[src/rtl/invaders_controller_pkg.sv]
// -----------------------------------------------------------------------------
// invaders_controller_pkg
// Shared constants for the invader formation: grid width, formation reload
// values, landing row, game-state and march-direction encodings, and a helper
// that turns a bullet column into a one-hot column mask. sprite_drawer uses
// the same constants.
// -----------------------------------------------------------------------------
package invaders_controller_pkg;

  localparam int              COLS              = 20;
  localparam logic [4:0]      COLS_X            = 5'(COLS);
  localparam int              STEP_CYCLES_DFLT  = 6000000;
  localparam logic [COLS-1:0] INIT_ARRAY        = 20'b00101010101010101010;
  localparam logic [4:0]      INIT_LINE         = 5'd4;
  localparam logic [4:0]      LAND_LINE         = 5'd14;

  // Game state encoding
  localparam logic [1:0] ST_IDLE      = 2'd0;
  localparam logic [1:0] ST_PLAYING   = 2'd1;
  localparam logic [1:0] ST_RELOAD    = 2'd2;
  localparam logic [1:0] ST_GAME_OVER = 2'd3;

  // March direction encoding
  localparam logic DIR_RIGHT = 1'b0;
  localparam logic DIR_LEFT  = 1'b1;

  typedef logic [COLS-1:0] inv_array_t;

  // One-hot mask for a bullet column; columns outside the grid give an empty
  // mask so they can never match a live invader.
  function automatic inv_array_t col_mask(input logic [4:0] x);
    col_mask = (x < COLS_X) ? (inv_array_t'(1) << x) : '0;
  endfunction

endpackage

[src/rtl/invaders_controller_if.sv]
// -----------------------------------------------------------------------------
// invaders_controller_if
// Player bullet interface. The player (master) drives the bullet position and
// valid flag; the invaders controller (slave) answers with a one-cycle hit
// pulse and issues a one-cycle clear pulse when a game starts.
//   bullet_x      [4:0]  bullet column
//   bullet_y      [3:0]  bullet row
//   bullet_flying        bullet valid
//   hit                  bullet struck a live invader (one cycle)
//   clear                game start, player resets its state (one cycle)
// -----------------------------------------------------------------------------
interface invaders_controller_if;

  logic [4:0] bullet_x;
  logic [3:0] bullet_y;
  logic       bullet_flying;
  logic       hit;
  logic       clear;

  modport master (
    output bullet_x, bullet_y, bullet_flying,
    input  hit, clear
  );

  modport slave (
    input  bullet_x, bullet_y, bullet_flying,
    output hit, clear
  );

endinterface

[src/rtl/invaders_step_timer.sv]
// -----------------------------------------------------------------------------
// invaders_step_timer
// March cadence counter. Counts enabled cycles from 0 to STEP_CYCLES-1 and
// wraps; o_step is high during the enabled cycle in which the wrap happens.
// A synchronous clear returns the count to 0 and suppresses the step.
//   i_clk    clock
//   i_rst_n  asynchronous active-low reset
//   i_en     count enable
//   i_clr    synchronous clear (has priority over i_en)
//   o_step   step strobe, combinational from the count
// -----------------------------------------------------------------------------
module invaders_step_timer #(
  parameter int STEP_CYCLES = 6000000
) (
  input  logic i_clk,
  input  logic i_rst_n,
  input  logic i_en,
  input  logic i_clr,
  output logic o_step
);

  localparam int            CW   = (STEP_CYCLES > 1) ? $clog2(STEP_CYCLES) : 1;
  localparam logic [CW-1:0] LAST = CW'(STEP_CYCLES - 1);

  logic [CW-1:0] r_cnt;
  logic          w_wrap;

  assign w_wrap = (r_cnt == LAST);
  assign o_step = i_en && !i_clr && w_wrap;

  always_ff @(posedge i_clk or negedge i_rst_n) begin
    if (!i_rst_n) begin
      r_cnt <= '0;
    end else if (i_clr) begin
      r_cnt <= '0;
    end else if (i_en) begin
      r_cnt <= w_wrap ? '0 : r_cnt + 1'b1;
    end
  end

endmodule

[src/rtl/invaders_controller.sv]
// -----------------------------------------------------------------------------
// invaders_controller
// Owns the invader formation: sequences the game (idle, playing, wave reload,
// game over), marches the formation left/right and down at the edges, and
// answers the player's bullet with a registered one-cycle hit pulse.
//   i_clk_12MHz        system clock
//   i_reset            asynchronous active-low reset
//   i_enable           march enable (hit detection stays live when low)
//   i_start_debounced  one-cycle start pulse
//   bullet_bus         player bullet interface (slave side)
//   o_invaders_array   alive mask, bit i = invader at column i
//   o_invaders_line    formation row
//   o_game_over        high while in game over
//   o_wave_cleared     one-cycle pulse when the last invader dies
// -----------------------------------------------------------------------------
module invaders_controller
  import invaders_controller_pkg::*;
#(
  parameter int STEP_CYCLES = STEP_CYCLES_DFLT
) (
  input  logic                  i_clk_12MHz,
  input  logic                  i_reset,
  input  logic                  i_enable,
  input  logic                  i_start_debounced,
  invaders_controller_if.slave  bullet_bus,
  output logic [COLS-1:0]       o_invaders_array,
  output logic [4:0]            o_invaders_line,
  output logic                  o_game_over,
  output logic                  o_wave_cleared
);

  logic [1:0]      r_state, w_state_next;
  logic [COLS-1:0] r_array, w_array_next;
  logic [4:0]      r_line, w_line_next;
  logic            r_dir, w_dir_next;
  logic            r_hit_lock, w_hit_lock_next;
  logic            r_hit, r_clear, r_wave_cleared;
  logic            w_clear, w_wave_cleared;

  logic            w_playing, w_start, w_load, w_step, w_hit, w_descend;
  logic [COLS-1:0] w_hit_mask, w_cleared;
  logic [4:0]      w_line_inc;

  assign w_playing = (r_state == ST_PLAYING);
  assign w_start   = i_start_debounced &&
                     ((r_state == ST_IDLE) || (r_state == ST_GAME_OVER));
  assign w_load    = w_start || (r_state == ST_RELOAD);

  invaders_step_timer #(
    .STEP_CYCLES (STEP_CYCLES)
  ) u_step_timer (
    .i_clk   (i_clk_12MHz),
    .i_rst_n (i_reset),
    .i_en    (w_playing && i_enable),
    .i_clr   (w_load),
    .o_step  (w_step)
  );

  // Hit is judged against the pre-step formation. Rows 16..31 are below the
  // 4-bit bullet range, so line[4] set means nothing can be hit.
  assign w_hit_mask = col_mask(bullet_bus.bullet_x);
  assign w_hit      = w_playing && bullet_bus.bullet_flying && !r_hit_lock &&
                      !r_line[4] && (bullet_bus.bullet_y == r_line[3:0]) &&
                      (|(r_array & w_hit_mask));
  assign w_cleared  = w_hit ? (r_array & ~w_hit_mask) : r_array;

  // The edge test looks at the post-hit array, so killing the edge invader
  // in a step cycle turns a descent into an ordinary shift.
  assign w_descend  = (r_dir == DIR_RIGHT) ? w_cleared[COLS-1] : w_cleared[0];
  assign w_line_inc = (r_line == 5'd31) ? r_line : r_line + 5'd1;

  // Lock is held for the whole flight of a bullet that scored.
  assign w_hit_lock_next = !bullet_bus.bullet_flying ? 1'b0 :
                           (w_hit ? 1'b1 : r_hit_lock);

  always_comb begin
    w_state_next   = r_state;
    w_array_next   = r_array;
    w_line_next    = r_line;
    w_dir_next     = r_dir;
    w_clear        = 1'b0;
    w_wave_cleared = 1'b0;
    case (r_state)
      ST_IDLE, ST_GAME_OVER: begin
        if (i_start_debounced) begin
          w_array_next = INIT_ARRAY;
          w_line_next  = INIT_LINE;
          w_dir_next   = DIR_RIGHT;
          w_clear      = 1'b1;
          w_state_next = ST_PLAYING;
        end
      end
      ST_RELOAD: begin
        w_array_next = INIT_ARRAY;
        w_line_next  = INIT_LINE;
        w_dir_next   = DIR_RIGHT;
        w_state_next = ST_PLAYING;
      end
      ST_PLAYING: begin
        w_array_next = w_cleared;
        if (w_hit && (w_cleared == '0)) begin
          // Last invader gone: no march this cycle, reload next.
          w_wave_cleared = 1'b1;
          w_state_next   = ST_RELOAD;
        end else if (w_step) begin
          if (w_descend) begin
            w_line_next = w_line_inc;
            w_dir_next  = ~r_dir;
            if (w_line_inc == LAND_LINE) begin
              w_state_next = ST_GAME_OVER;
            end
          end else if (r_dir == DIR_RIGHT) begin
            w_array_next = w_cleared << 1;
          end else begin
            w_array_next = w_cleared >> 1;
          end
        end
      end
      default: w_state_next = ST_IDLE;
    endcase
  end

  always_ff @(posedge i_clk_12MHz or negedge i_reset) begin
    if (!i_reset) begin
      r_state        <= ST_IDLE;
      r_array        <= '0;
      r_line         <= INIT_LINE;
      r_dir          <= DIR_RIGHT;
      r_hit_lock     <= 1'b0;
      r_hit          <= 1'b0;
      r_clear        <= 1'b0;
      r_wave_cleared <= 1'b0;
    end else begin
      r_state        <= w_state_next;
      r_array        <= w_array_next;
      r_line         <= w_line_next;
      r_dir          <= w_dir_next;
      r_hit_lock     <= w_hit_lock_next;
      r_hit          <= w_hit;
      r_clear        <= w_clear;
      r_wave_cleared <= w_wave_cleared;
    end
  end

  assign o_invaders_array = r_array;
  assign o_invaders_line  = r_line;
  assign o_game_over      = (r_state == ST_GAME_OVER);
  assign o_wave_cleared   = r_wave_cleared;
  assign bullet_bus.hit   = r_hit;
  assign bullet_bus.clear = r_clear;

endmodule

[src/flat_wrapper.sv]
// flat-port wrapper written by rule: the top's interface ports become plain ports
module invaders_controller_flat import invaders_controller_pkg::*;
#(
  parameter int STEP_CYCLES = STEP_CYCLES_DFLT
)
  (i_clk_12MHz, i_reset, i_enable, i_start_debounced, o_invaders_array, o_invaders_line, o_game_over, o_wave_cleared, bullet_bus_bullet_x, bullet_bus_bullet_y, bullet_bus_bullet_flying, bullet_bus_hit, bullet_bus_clear);
  invaders_controller_if bullet_bus_i ();
  input  logic i_clk_12MHz;
  input  logic i_reset;
  input  logic i_enable;
  input  logic i_start_debounced;
  output logic [COLS-1:0] o_invaders_array;
  output logic [4:0] o_invaders_line;
  output logic o_game_over;
  output logic o_wave_cleared;
  input wire logic [$bits(bullet_bus_i.bullet_x)-1:0] bullet_bus_bullet_x;
  input wire logic [$bits(bullet_bus_i.bullet_y)-1:0] bullet_bus_bullet_y;
  input wire logic [$bits(bullet_bus_i.bullet_flying)-1:0] bullet_bus_bullet_flying;
  output wire logic [$bits(bullet_bus_i.hit)-1:0] bullet_bus_hit;
  output wire logic [$bits(bullet_bus_i.clear)-1:0] bullet_bus_clear;
  assign bullet_bus_i.bullet_x = bullet_bus_bullet_x;
  assign bullet_bus_i.bullet_y = bullet_bus_bullet_y;
  assign bullet_bus_i.bullet_flying = bullet_bus_bullet_flying;
  assign bullet_bus_hit = bullet_bus_i.hit;
  assign bullet_bus_clear = bullet_bus_i.clear;
  invaders_controller #(.STEP_CYCLES(STEP_CYCLES)) u_core (.i_clk_12MHz(i_clk_12MHz), .i_reset(i_reset), .i_enable(i_enable), .i_start_debounced(i_start_debounced), .bullet_bus(bullet_bus_i), .o_invaders_array(o_invaders_array), .o_invaders_line(o_invaders_line), .o_game_over(o_game_over), .o_wave_cleared(o_wave_cleared));
endmodule
[config.mk]
export PLATFORM = sky130hd
export DESIGN_NAME = invaders_controller_flat
export DESIGN_NICKNAME = d
export VERILOG_FILES = /design/src/rtl/invaders_controller_pkg.sv /design/src/rtl/invaders_controller_if.sv /design/src/rtl/invaders_step_timer.sv /design/src/rtl/invaders_controller.sv /design/src/flat_wrapper.sv
export SDC_FILE = /design/constraint.sdc
export NUM_CORES = 1
export LEC_CHECK = 0
export ABC_AREA = 1
export BUFFER_PORTS_ARGS = -buffer_cell sky130_fd_sc_hd__buf_2
export CORE_MARGIN = 5
export CORE_UTILIZATION = 60
export CTS_CLUSTER_SIZE = 12
export DETAILED_ROUTE_END_ITERATION = 10
export PLACE_DENSITY = 0.81
export SLEW_MARGIN = 20
export SYNTH_ARGS = -nofsm -noshare
export SYNTH_HDL_FRONTEND = slang
export SYNTH_SLANG_ARGS = --single-unit
[constraint.sdc]
create_clock -name i_clk_12MHz -period 2.7 [get_ports i_clk_12MHz]
set_input_delay 0.135 -clock i_clk_12MHz [delete_from_list [all_inputs] [get_ports i_clk_12MHz]]
set_output_delay 0.135 -clock i_clk_12MHz [all_outputs]
set_load 0.02 [all_outputs]
# Word-level counts from Yosys, hierarchy flattened
# Index checks and enable logic that the tools add are counted.
# totals
register_bits,55
latchBits,0
ram_bits,0
mem_bits_ro,0
out_inout_bits,29
memories,0
# op_classes
add_sub_neg,2
n_mul,0
div,0
order_cmp,1
n_eq_ne,15
shifts,1
mux,35
bitwise_logic,4
n_reduce_logical,22
# op_table
cell,n
$mux 20,7
$mux 23,3
$pmux 20 s3,1
$and 20x20->20,2
$mux 5,5
$add 23x1->23 const B,1
$eq 23x23->1 const B,1
$logic_not 20->1,1
$not 20->20,1
$reduce_or 20->1,1
$shl 1x5->20 const A,1
$pmux 5 s3,1
$mux 1,11
$logic_and 1x1->1,10
$mux 2,5
$ne 3x3->1 const B,3
$ne 2x2->1 const B,4
$reduce_and 4->1,2
$pmux 2 s3,1
$add 5x1->5 const B,1
$eq 5x4->1 const B,1
$eq 5x5->1 const B,1
$lt 5x5->1 const B,1
$eq 2x2->1 const B,2
other kinds (10),13

# Depth between registers and ports, before layout
# Gate-level depths: netlist of run 1.
# depth
ltp_word,12
depth_mapped,21

# Modules after synthesis
# Synthesis of run 1 repeated with hierarchy kept, for this count alone.
# unflattened
hier_cells,748
hier_area_um2,4730.8
# by_module_without_submodules
module,instances,cells_each,area_each_um2,seq_area_each_um2
invaders_controller,1,530,3224.3,802.0
invaders_step_timer,1,218,1506.4,575.6

# Worst setup path before layout of run 1
# No wires, ideal clock.
# synth_path
path_kind,reg2reg
from,"register u_core.r_line[2], in the netlist u_core.o_invaders_line[2]"
to,"register u_core.r_wave_cleared, in the netlist u_core.o_wave_cleared"
setup_ns,0.080
t_arrival_ns,2.113
slack_ns,0.506
path_stages_with_launch,11
path_cell_list,dfstp_2 > xor2_1 > nor4_4 > inv_2 > nor2_2 > buf_6 > nand2_2 > nand2_2 > nand2_1 > or3_1 > nor3_2
# synth_between
elab_chain_cells,8
# synth_rtl
item,line_no,text
from (decl),invaders_controller.sv:34,"logic [4:0] r_line, w_line_next;"
from (signal assigned),invaders_controller.sv:136,r_line <= w_line_next;
$eq 4x4->1 (*),invaders_controller.sv:63,!r_line[4] && (bullet_bus.bullet_y == r_line[3:0]) &&
$logic_and 1x1->1 (*) (2 in series),invaders_controller.sv:63,
named net u_core.w_hit,invaders_controller.sv:40,"logic w_playing, w_start, w_load, w_step, w_hit, w_descend;"
$mux 20,invaders_controller.sv:65,assign w_cleared = w_hit ? (r_array & ~w_hit_mask) : r_array;
$logic_not 20->1,invaders_controller.sv:101,if (w_hit && (w_cleared == '0)) begin
$logic_and 1x1->1 (*),invaders_controller.sv:101,
$mux 1 (*),invaders_controller.sv:101,
$mux 1 (*),invaders_controller.sv:83,case (r_state)
named net u_core.w_wave_cleared,invaders_controller.sv:38,"logic w_clear, w_wave_cleared;"
to (signal assigned),invaders_controller.sv:141,r_wave_cleared <= w_wave_cleared;
to (decl),invaders_controller.sv:37,"logic r_hit, r_clear, r_wave_cleared;"
# The timed path passes the listed nets; every way through them passes the cells marked *.
# A chain may end at the register's enable or synchronous reset.

# Worst setup path after layout of run 1
# layout_path
from,"register u_core.r_line[0], in the netlist u_core.o_invaders_line[0]"
to,register u_core.r_state[0]
# layout_between
elab_chain_cells,8
elab_cells_between_ends,17
classes_between,1 x add/sub; 6 x eq/ne; 5 x mux; 5 x reduce/logical
# layout_rtl
item,line_no,text
branches (longest 8 deep; another with $add 5x1->5),n/a,
to (signal assigned),invaders_controller.sv:134,r_state <= w_state_next;
to (decl),invaders_controller.sv:32,"logic [1:0] r_state, w_state_next;"
# Several ways; the timed one is not identified.

==> flow_metrics.py, run 1 <==
metrics = {
    "routing": {
        "wl_mm": 12.9,
        "drt_pass1_iterations": 5,
        "met1_length_mm": 5.35,
        "drc": 0,
        "drtAntennaViolNets": 0,
        "dr_wl_met3_mm": 1.04,
        "drt-initial-drc-count": 550,
        "top_layer_used": "met4",
        "drt-wirelength-per-cell_um": 16.0,
        "via_count": 4648,
        "wl_met2_mm": 6.18,
        "viasPerCell": 5.76,
    },
    "synthesis": {
        "synthFlopType": "dfrtp_1",
        "ys_seq_elements": 55,
        "synth_nets": 685,
        "netlist_area_sq_mm": 0.00426,
        "yosysTopAreaCell": "dfrtp_1",
        "syn_area_per_cell_sq_um": 6.39,
        "synthCells": 666,
        "async_reset_ff_frac": 1.00,
        "yosys.cell_types.count": 43,
        "synthTopCellsByCount": "nand2_1 (251), nor2_1 (61), inv_1 (59), nand3_1 (57), dfrtp_1 (54)",
        "synth_top_area_frac": 0.317,
        "synth_most_common_cell": "nand2_1",
        "yosys_warnings": 0,
        "ys_seq_area_frac": 0.324,
        "synth_area_leaders": "dfrtp_1 (32%), nand2_1 (22%), nand3_1 (6.7%)",
        "synth-edff-count": 0,
    },
    "outcome": {
        "outcome": "complete, no violations",
    },
    "power": {
        "power_mw": 3.23,
        "peakVddDrop_uv": 460,
        "p_per_area_mw_per_mm2": 683,
        "leakagePower_nw": 2.37,
    },
    "global_routing": {
        "grt_max_degree": 45,
        "overflow": 0,
        "grt_pass1_vias": 4421,
        "antenna_found_initial": 0,
        "grt_pass1_wl_mm": 21.2,
        "grt_usage": 0.302,
    },
    "layout": {
        "fin_util": 0.692,
        "syn2layout_area_growth_pct": 11.0,
        "diodes": 0,
        "nFillCells": 613,
        "num-nets-final": 729,
        "layout-drive-gt1-share": 0.159,
    },
    "sta": {
        "slew_headroom": 0.468,
        "slew_violations": 0,
        "tns_ns": 0,
        "setup_viol": 0,
        "hold_viol_final": 0,
        "rsz0062_at_grt": "false",
        "period_needed_ns": 2.50,
        "period_share": 0.926,
        "finClkSkew_ns": 0.00619,
        "worstMarginPinSlew_ns": 0.797,
        "max_freq_mhz": 400,
    },
    "die": {
        "die_area_sq_mm": 0.00888,
        "core-area_sq_mm": 0.00683,
        "io_pins": 43,
        "rows": 30,
        "die_w_um": 94.2,
        "start_util": 0.623,
        "die_h_um": 94.2,
    },
    "clocking": {
        "worstSkewPairLatency_ns": 0.32,
        "numCtsBuffers": 5,
        "clock-root-buffer": "clkbuf_8",
        "cts_tree": "yes",
        "cts_num_sinks": 55,
        "htreeDepth": 2,
        "clkTransAtPathRegs_ns": 0.11,
        "clock_path_buffers": 2,
    },
    "flow_run": {
        "maxCapViolCount": 0,
    },
    "critical_path": {
        "max_stage_delay_ns": 0.47,
        "cp.arrival_ns": 2.71,
        "critical_path_class": "register to register",
        "cp_slowest_cell": "dfrtp_2",
        "end_kind": "register",
        "required_ns": 2.91,
        "path_buf_inv": 3,
        "worstPathMaxFanout": 7,
        "crit_chain": "inv_2 -> or2_2 -> nand4_1 -> nor4_4 -> buf_6 -> nand3_1 -> nand2_2 -> nand2_1 -> nor2_1 -> nand2_1 -> nor2_1 -> nand3_1 -> o21ai_0 -> inv_1",
        "cp_top_family": "simple AND/OR/NAND/NOR gates",
        "critPathLaunchType": "register",
    },
    "placement": {
        "gp_congestion": 1.01,
        "place_hpwl_mm": 9.28,
        "port_buffers": 42,
    },
    "min_path": {
        "min_path_type": "input pin to register",
    },
}
cells in the final DEF (no fill, tap or decap), types with 11 or more instances in the layout:
master and count:
buf_4 17, nand3_1 57, buf_2 41, nand2_1 248, nand2_2 11, o21ai_0 30
nand4_1 24, inv_1 59, dfrtp_1 52, nor2_1 60
power breakdown:
group | internal (mW) | switching, mW
clock network | 0.184 | 0.299
logic | 0.485 | 1.14
registers | 0.960 | 0.164
total | 1.63 | 1.60
kinds of logic after synthesis:
family / after synthesis / synth area share
AOI/OAI and AO/OA: 65 / 0.0908
xor gates and xnor gates: 11 / 0.0226
adders and majority gates: 5 / 0.0147
buffers and inverters: 94 / 0.0955
DFF: 55 / 0.324
and+or+nand+nor: 436 / 0.453
cell type report:
type | instances | area (sq um) | area share
timing repair buffer | 62 | 377 | 0.0797
clock buffer | 5 | 68.8 | 0.0146
inverter | 69 | 267 | 0.0564
sequential | 55 | 1380 | 0.292
multi-input combinational | 517 | 2490 | 0.528
tap | 96 | 120 | 0.0254
clock inverter | 3 | 18.8 | 0.00397
registers in the layout, indices dropped and copies added, names as in the netlist:
signal and cells:
u_core.bullet_bus.clear 1, u_core.bullet_bus.hit 1, u_core.o_invaders_array 20, u_core.o_invaders_line 5
u_core.o_wave_cleared 1, u_core.r_dir 1, u_core.r_hit_lock 1, u_core.r_state 2
u_core.u_step_timer.r_cnt 23
metrics by stage:
| step | cells | hold slack (ns) | area (sq um) | setup WS (ns) |
|---|---|---|---|---|
| after floorplan | 666 | -0.161 | 4260 | 0.506 |
| after global placement | 795 | 0.356 | 4570 | 0.271 |
| after detailed placement | 795 | 0.365 | 4570 | 0.191 |
| after CTS | 803 | 0.0249 | 4650 | 0.159 |
| after global routing | 807 | 0.0391 | 4730 | 0.00653 |
| final | 807 | 0.0299 | 4730 | 0.201 |
timing repair:
item	CTS	global route
endpoints found under the setup margin	0	12
setup buffers	0	2
endpoints found under the hold margin	0	41
resized for setup	0	13
hold buffers	0	1
layer usage:
layer	global-route usage	vias up
li1	-	2254
met1	0.390	2127
met2	0.508	233
met3	0.0425	34
met4	0.118	0
met5	0	-
path summary, 6_finish.rpt:
| check | startpoint | end | slack (ns) | depth (start not counted) |
|---|---|---|---|---|
| max | u_core.o_invaders_line[0]$_DFFE_PN0P_ | u_core.r_state[0]$_DFFE_PN0P_ | 0.20 | 14 |
| min reg2reg | u_core.r_hit_lock$_DFFE_PN0P_ | u_core.r_hit_lock$_DFFE_PN0P_ | 0.51 | 1 |
| max in group asynchronous | i_reset | u_core.r_dir$_DFFE_PN0P_ | 1.79 | 3 |
| min in group asynchronous | i_reset | u_core.u_step_timer.r_cnt[4]$_DFFE_PN0P_ | 0.35 | 2 |
| max reg2reg | u_core.o_invaders_line[0]$_DFFE_PN0P_ | u_core.r_state[0]$_DFFE_PN0P_ | 0.20 | 14 |
| min | i_start_debounced | u_core.bullet_bus.clear$_DFF_PN0_ | 0.03 | 3 |
worst reg2reg max path: cells and delay by family, from the launching register on:
family | cells | cell delay (ns)
and+or+nand+nor | 10 | 1.47
DFF | 1 | 0.47
buffers and inverters | 3 | 0.31
AOI/OAI and AO/OA | 1 | 0.15
(Power assumes the default switching activity.)
==> run 2, diff against run 1 <==
--- a/config.mk
+++ b/config.mk
@@ -8,10 +8,10 @@
 export ABC_AREA = 1
 export BUFFER_PORTS_ARGS = -buffer_cell sky130_fd_sc_hd__buf_2
 export CORE_MARGIN = 5
-export CORE_UTILIZATION = 60
+export CORE_UTILIZATION = 45
 export CTS_CLUSTER_SIZE = 12
 export DETAILED_ROUTE_END_ITERATION = 10
-export PLACE_DENSITY = 0.81
+export PLACE_DENSITY = 0.64
 export SLEW_MARGIN = 20
 export SYNTH_ARGS = -nofsm -noshare
 export SYNTH_HDL_FRONTEND = slang
==> run 2 against run 1 <==
Against the previous run:
- flip-flop and latch count unchanged
- power up 2.1%
- global-route usage down 7.1 points
- maximum frequency up 4.2%
- non-clock buffer count down 3
- first-iteration DRC count down 44%
- clock power up 21%
- largest power group unchanged
==> flow_metrics.py, run 2 (synthesis results as in run 1) <==
metrics = {
    "layout": {
        "final_cells": 837,
        "final_cell_mix": "nand2_1 (248), nor2_1 (60), inv_1 (59), nand3_1 (57), dfrtp_1 (53)",
        "layout-drive-gt1-share": 0.154,
        "num-nets-final": 726,
        "layout_commonest_cell": "nand2_1",
        "syn2layout_area_growth_pct": 11.5,
        "diodes": 0,
        "regMostFlops": "u_core.u_step_timer.r_cnt",
        "nFillCells": 964,
        "largest_register_ffs": 23,
    },
    "flow_run": {
        "maxCapViolCount": 0,
    },
    "sta": {
        "period_needed_ns": 2.40,
        "worstMarginPinSlew_ns": 0.761,
        "finClkSkew_ns": 0.0125,
        "slew_violations": 0,
        "slew_headroom": 0.492,
        "hold_slack_ns": 0.0407,
        "rsz0062_at_grt": "false",
        "hold_viol_final": 0,
        "period_share": 0.888,
        "setup_viol": 0,
        "tns_ns": 0,
        "max_freq_mhz": 417,
    },
    "die": {
        "start_util": 0.461,
        "core-area_sq_mm": 0.00924,
        "die_h_um": 107,
        "io_pins": 43,
        "die_area_sq_mm": 0.0115,
        "rows": 35,
        "die_w_um": 107,
    },
    "critical_path": {
        "r2r_slack_ns": 0.30,
        "end_kind": "register",
        "max_stage_delay_ns": 0.43,
        "required_ns": 2.93,
        "worstPathMaxFanout": 9,
        "cp_slowest_cell": "dfrtp_1",
        "critical_path_class": "register to register",
        "reg2reg_from": "u_core.r_state[1]$_DFFE_PN0P_",
        "crit_chain": "inv_1 -> ha_1 -> nand4_1 -> nor4_4 -> buf_4 -> nand3_2 -> nand3_1 -> nand2_4 -> o21ai_2 -> nor2_1 -> inv_1 -> nand2_1 -> nand2_1 -> nand2_1",
        "cpMostUsedCell": "nand2_1",
        "path_buf_inv": 3,
        "cp_top_family": "simple AND/OR/NAND/NOR gates",
        "critPathLaunchType": "register",
        "reg2reg_to": "u_core.r_state[1]$_DFFE_PN0P_",
        "cp.arrival_ns": 2.62,
        "r2r_cells": 14,
    },
    "global_routing": {
        "grt_pass1_wl_mm": 21.3,
        "grt_usage": 0.231,
        "antenna_found_initial": 0,
        "grt_max_degree": 30,
        "overflow": 0,
        "grt_pass1_vias": 4225,
    },
    "power": {
        "p_sw_frac": 0.482,
        "p_per_area_mw_per_mm2": 695,
        "combPwrFrac": 0.480,
        "pwr-share-seq": 0.342,
        "p_int_mw": 1.71,
        "leakagePower_nw": 2.36,
        "peakVddDrop_uv": 513,
        "p_clk_frac": 0.178,
        "net-switching-power_mw": 1.59,
    },
    "min_path": {
        "whs_endpoint": "u_core.bullet_bus.clear$_DFF_PN0_",
        "min_path_type": "input pin to register",
        "hold_depth": 3,
        "min_from": "i_start_debounced",
    },
    "clocking": {
        "clkTransAtPathRegs_ns": 0.11,
        "worstSkewPairLatency_ns": 0.32,
        "htreeDepth": 2,
        "clock_path_buffers": 2,
        "cts_tree": "yes",
        "post_cts_buffers": 0,
        "numCtsBuffers": 5,
        "clock-root-buffer": "clkbuf_8",
        "cts_num_sinks": 55,
    },
    "placement": {
        "gp_congestion": 0.940,
        "dp_cells": 828,
        "port_buffers": 42,
        "place_hpwl_mm": 9.47,
    },
    "routing": {
        "drt-wirelength-per-cell_um": 15.2,
        "drt-initial-drc-count": 309,
        "drc": 0,
        "via_count": 4523,
        "wl_mm": 12.7,
        "drtAntennaViolNets": 0,
        "drt_pass1_iterations": 5,
        "viasPerCell": 5.40,
    },
    "outcome": {
        "outcome": "complete, no violations",
    },
}
[run 2: cell types whose count changed in the layout (fill, tap and decap cells not counted), sizes merged]
cell,previous run,this run
clkinv,3,1
bufinv,0,1
buf,61,58
clkbuf,5,6
[run 2: area by class of cell]
| class | count | area, sq um | share of cell area |
|---|---|---|---|
| clock inverter | 2 | 38.8 | 0.00817 |
| timing repair buffer | 59 | 340 | 0.0717 |
| sequential | 55 | 1380 | 0.291 |
| inverter | 69 | 267 | 0.0562 |
| tap | 129 | 161 | 0.0340 |
| multi-input combinational | 517 | 2490 | 0.524 |
| clock buffer | 6 | 72.6 | 0.0153 |
[run 2: stage by stage]
stage	util	worst slack (ns)	area (sq um)	power, mW
floorplan	-	0.506	4260	2.20
detailed placement	0.499	0.271	4610	2.71
CTS	0.512	0.267	4730	3.31
global route	0.514	0.00342	4750	3.57
finish	0.514	0.302	4750	3.30
global placement	0.499	0.282	4610	2.70
[run 2: how the worst max path moves through the flow]
stage / end / cells after the start / slack [ns] / from
3_3_place_gp: u_core.r_state[0]$_DFFE_PN0P_ / 18 / 0.28 / bullet_bus_bullet_x[1]
3_5_place_dp: u_core.r_state[1]$_DFFE_PN0P_ / 18 / 0.27 / bullet_bus_bullet_x[1]
5_1_grt: u_core.r_state[0]$_DFFE_PN0P_ / 16 / 0.003 / u_core.r_state[1]$_DFFE_PN0P_
6_report: u_core.r_state[1]$_DFFE_PN0P_ / 14 / 0.30 / u_core.r_state[1]$_DFFE_PN0P_
4_1_cts: u_core.r_state[1]$_DFFE_PN0P_ / 14 / 0.27 / u_core.r_state[1]$_DFFE_PN0P_
2_1_floorplan: u_core.o_wave_cleared$_DFF_PN0_ / 10 / 0.51 / u_core.o_invaders_line[2]$_DFFE_PN1P_
[run 2: worst reg2reg max path, delay by kind of cell (launching register included)]
family,cells,cell delay (ns)
buf+inv,3,0.36
simple gates,9,1.05
compound gates,1,0.32
fa+ha+maj,1,0.16
flops,1,0.43
[run 2: power by group through the flow]
stage / Combinational, mW / Sequential (mW) / Clock [mW]
after global placement: 1.56 / 1.13 / 0
after CTS: 1.58 / 1.13 / 0.602
after global routing: 1.77 / 1.15 / 0.645
final: 1.58 / 1.13 / 0.585
after floorplan: 1.00 / 1.20 / 0
after detailed placement: 1.57 / 1.14 / 0
[run 2: routing by layer]
metal  up-vias  global-route usage  wire length, um
li1       2244                   -                -
met2       163               0.361             5660
met5         -                   0                0
met4         0              0.0685              331
met1      2094               0.333             5890
met3        22              0.0288              842
[run 2: what timing repair did]
action                                 CTS  global route
setup endpoints to repair                0             4
hold buffers                             1             0
endpoints found under the hold margin   25             0
resized for setup                        0             6
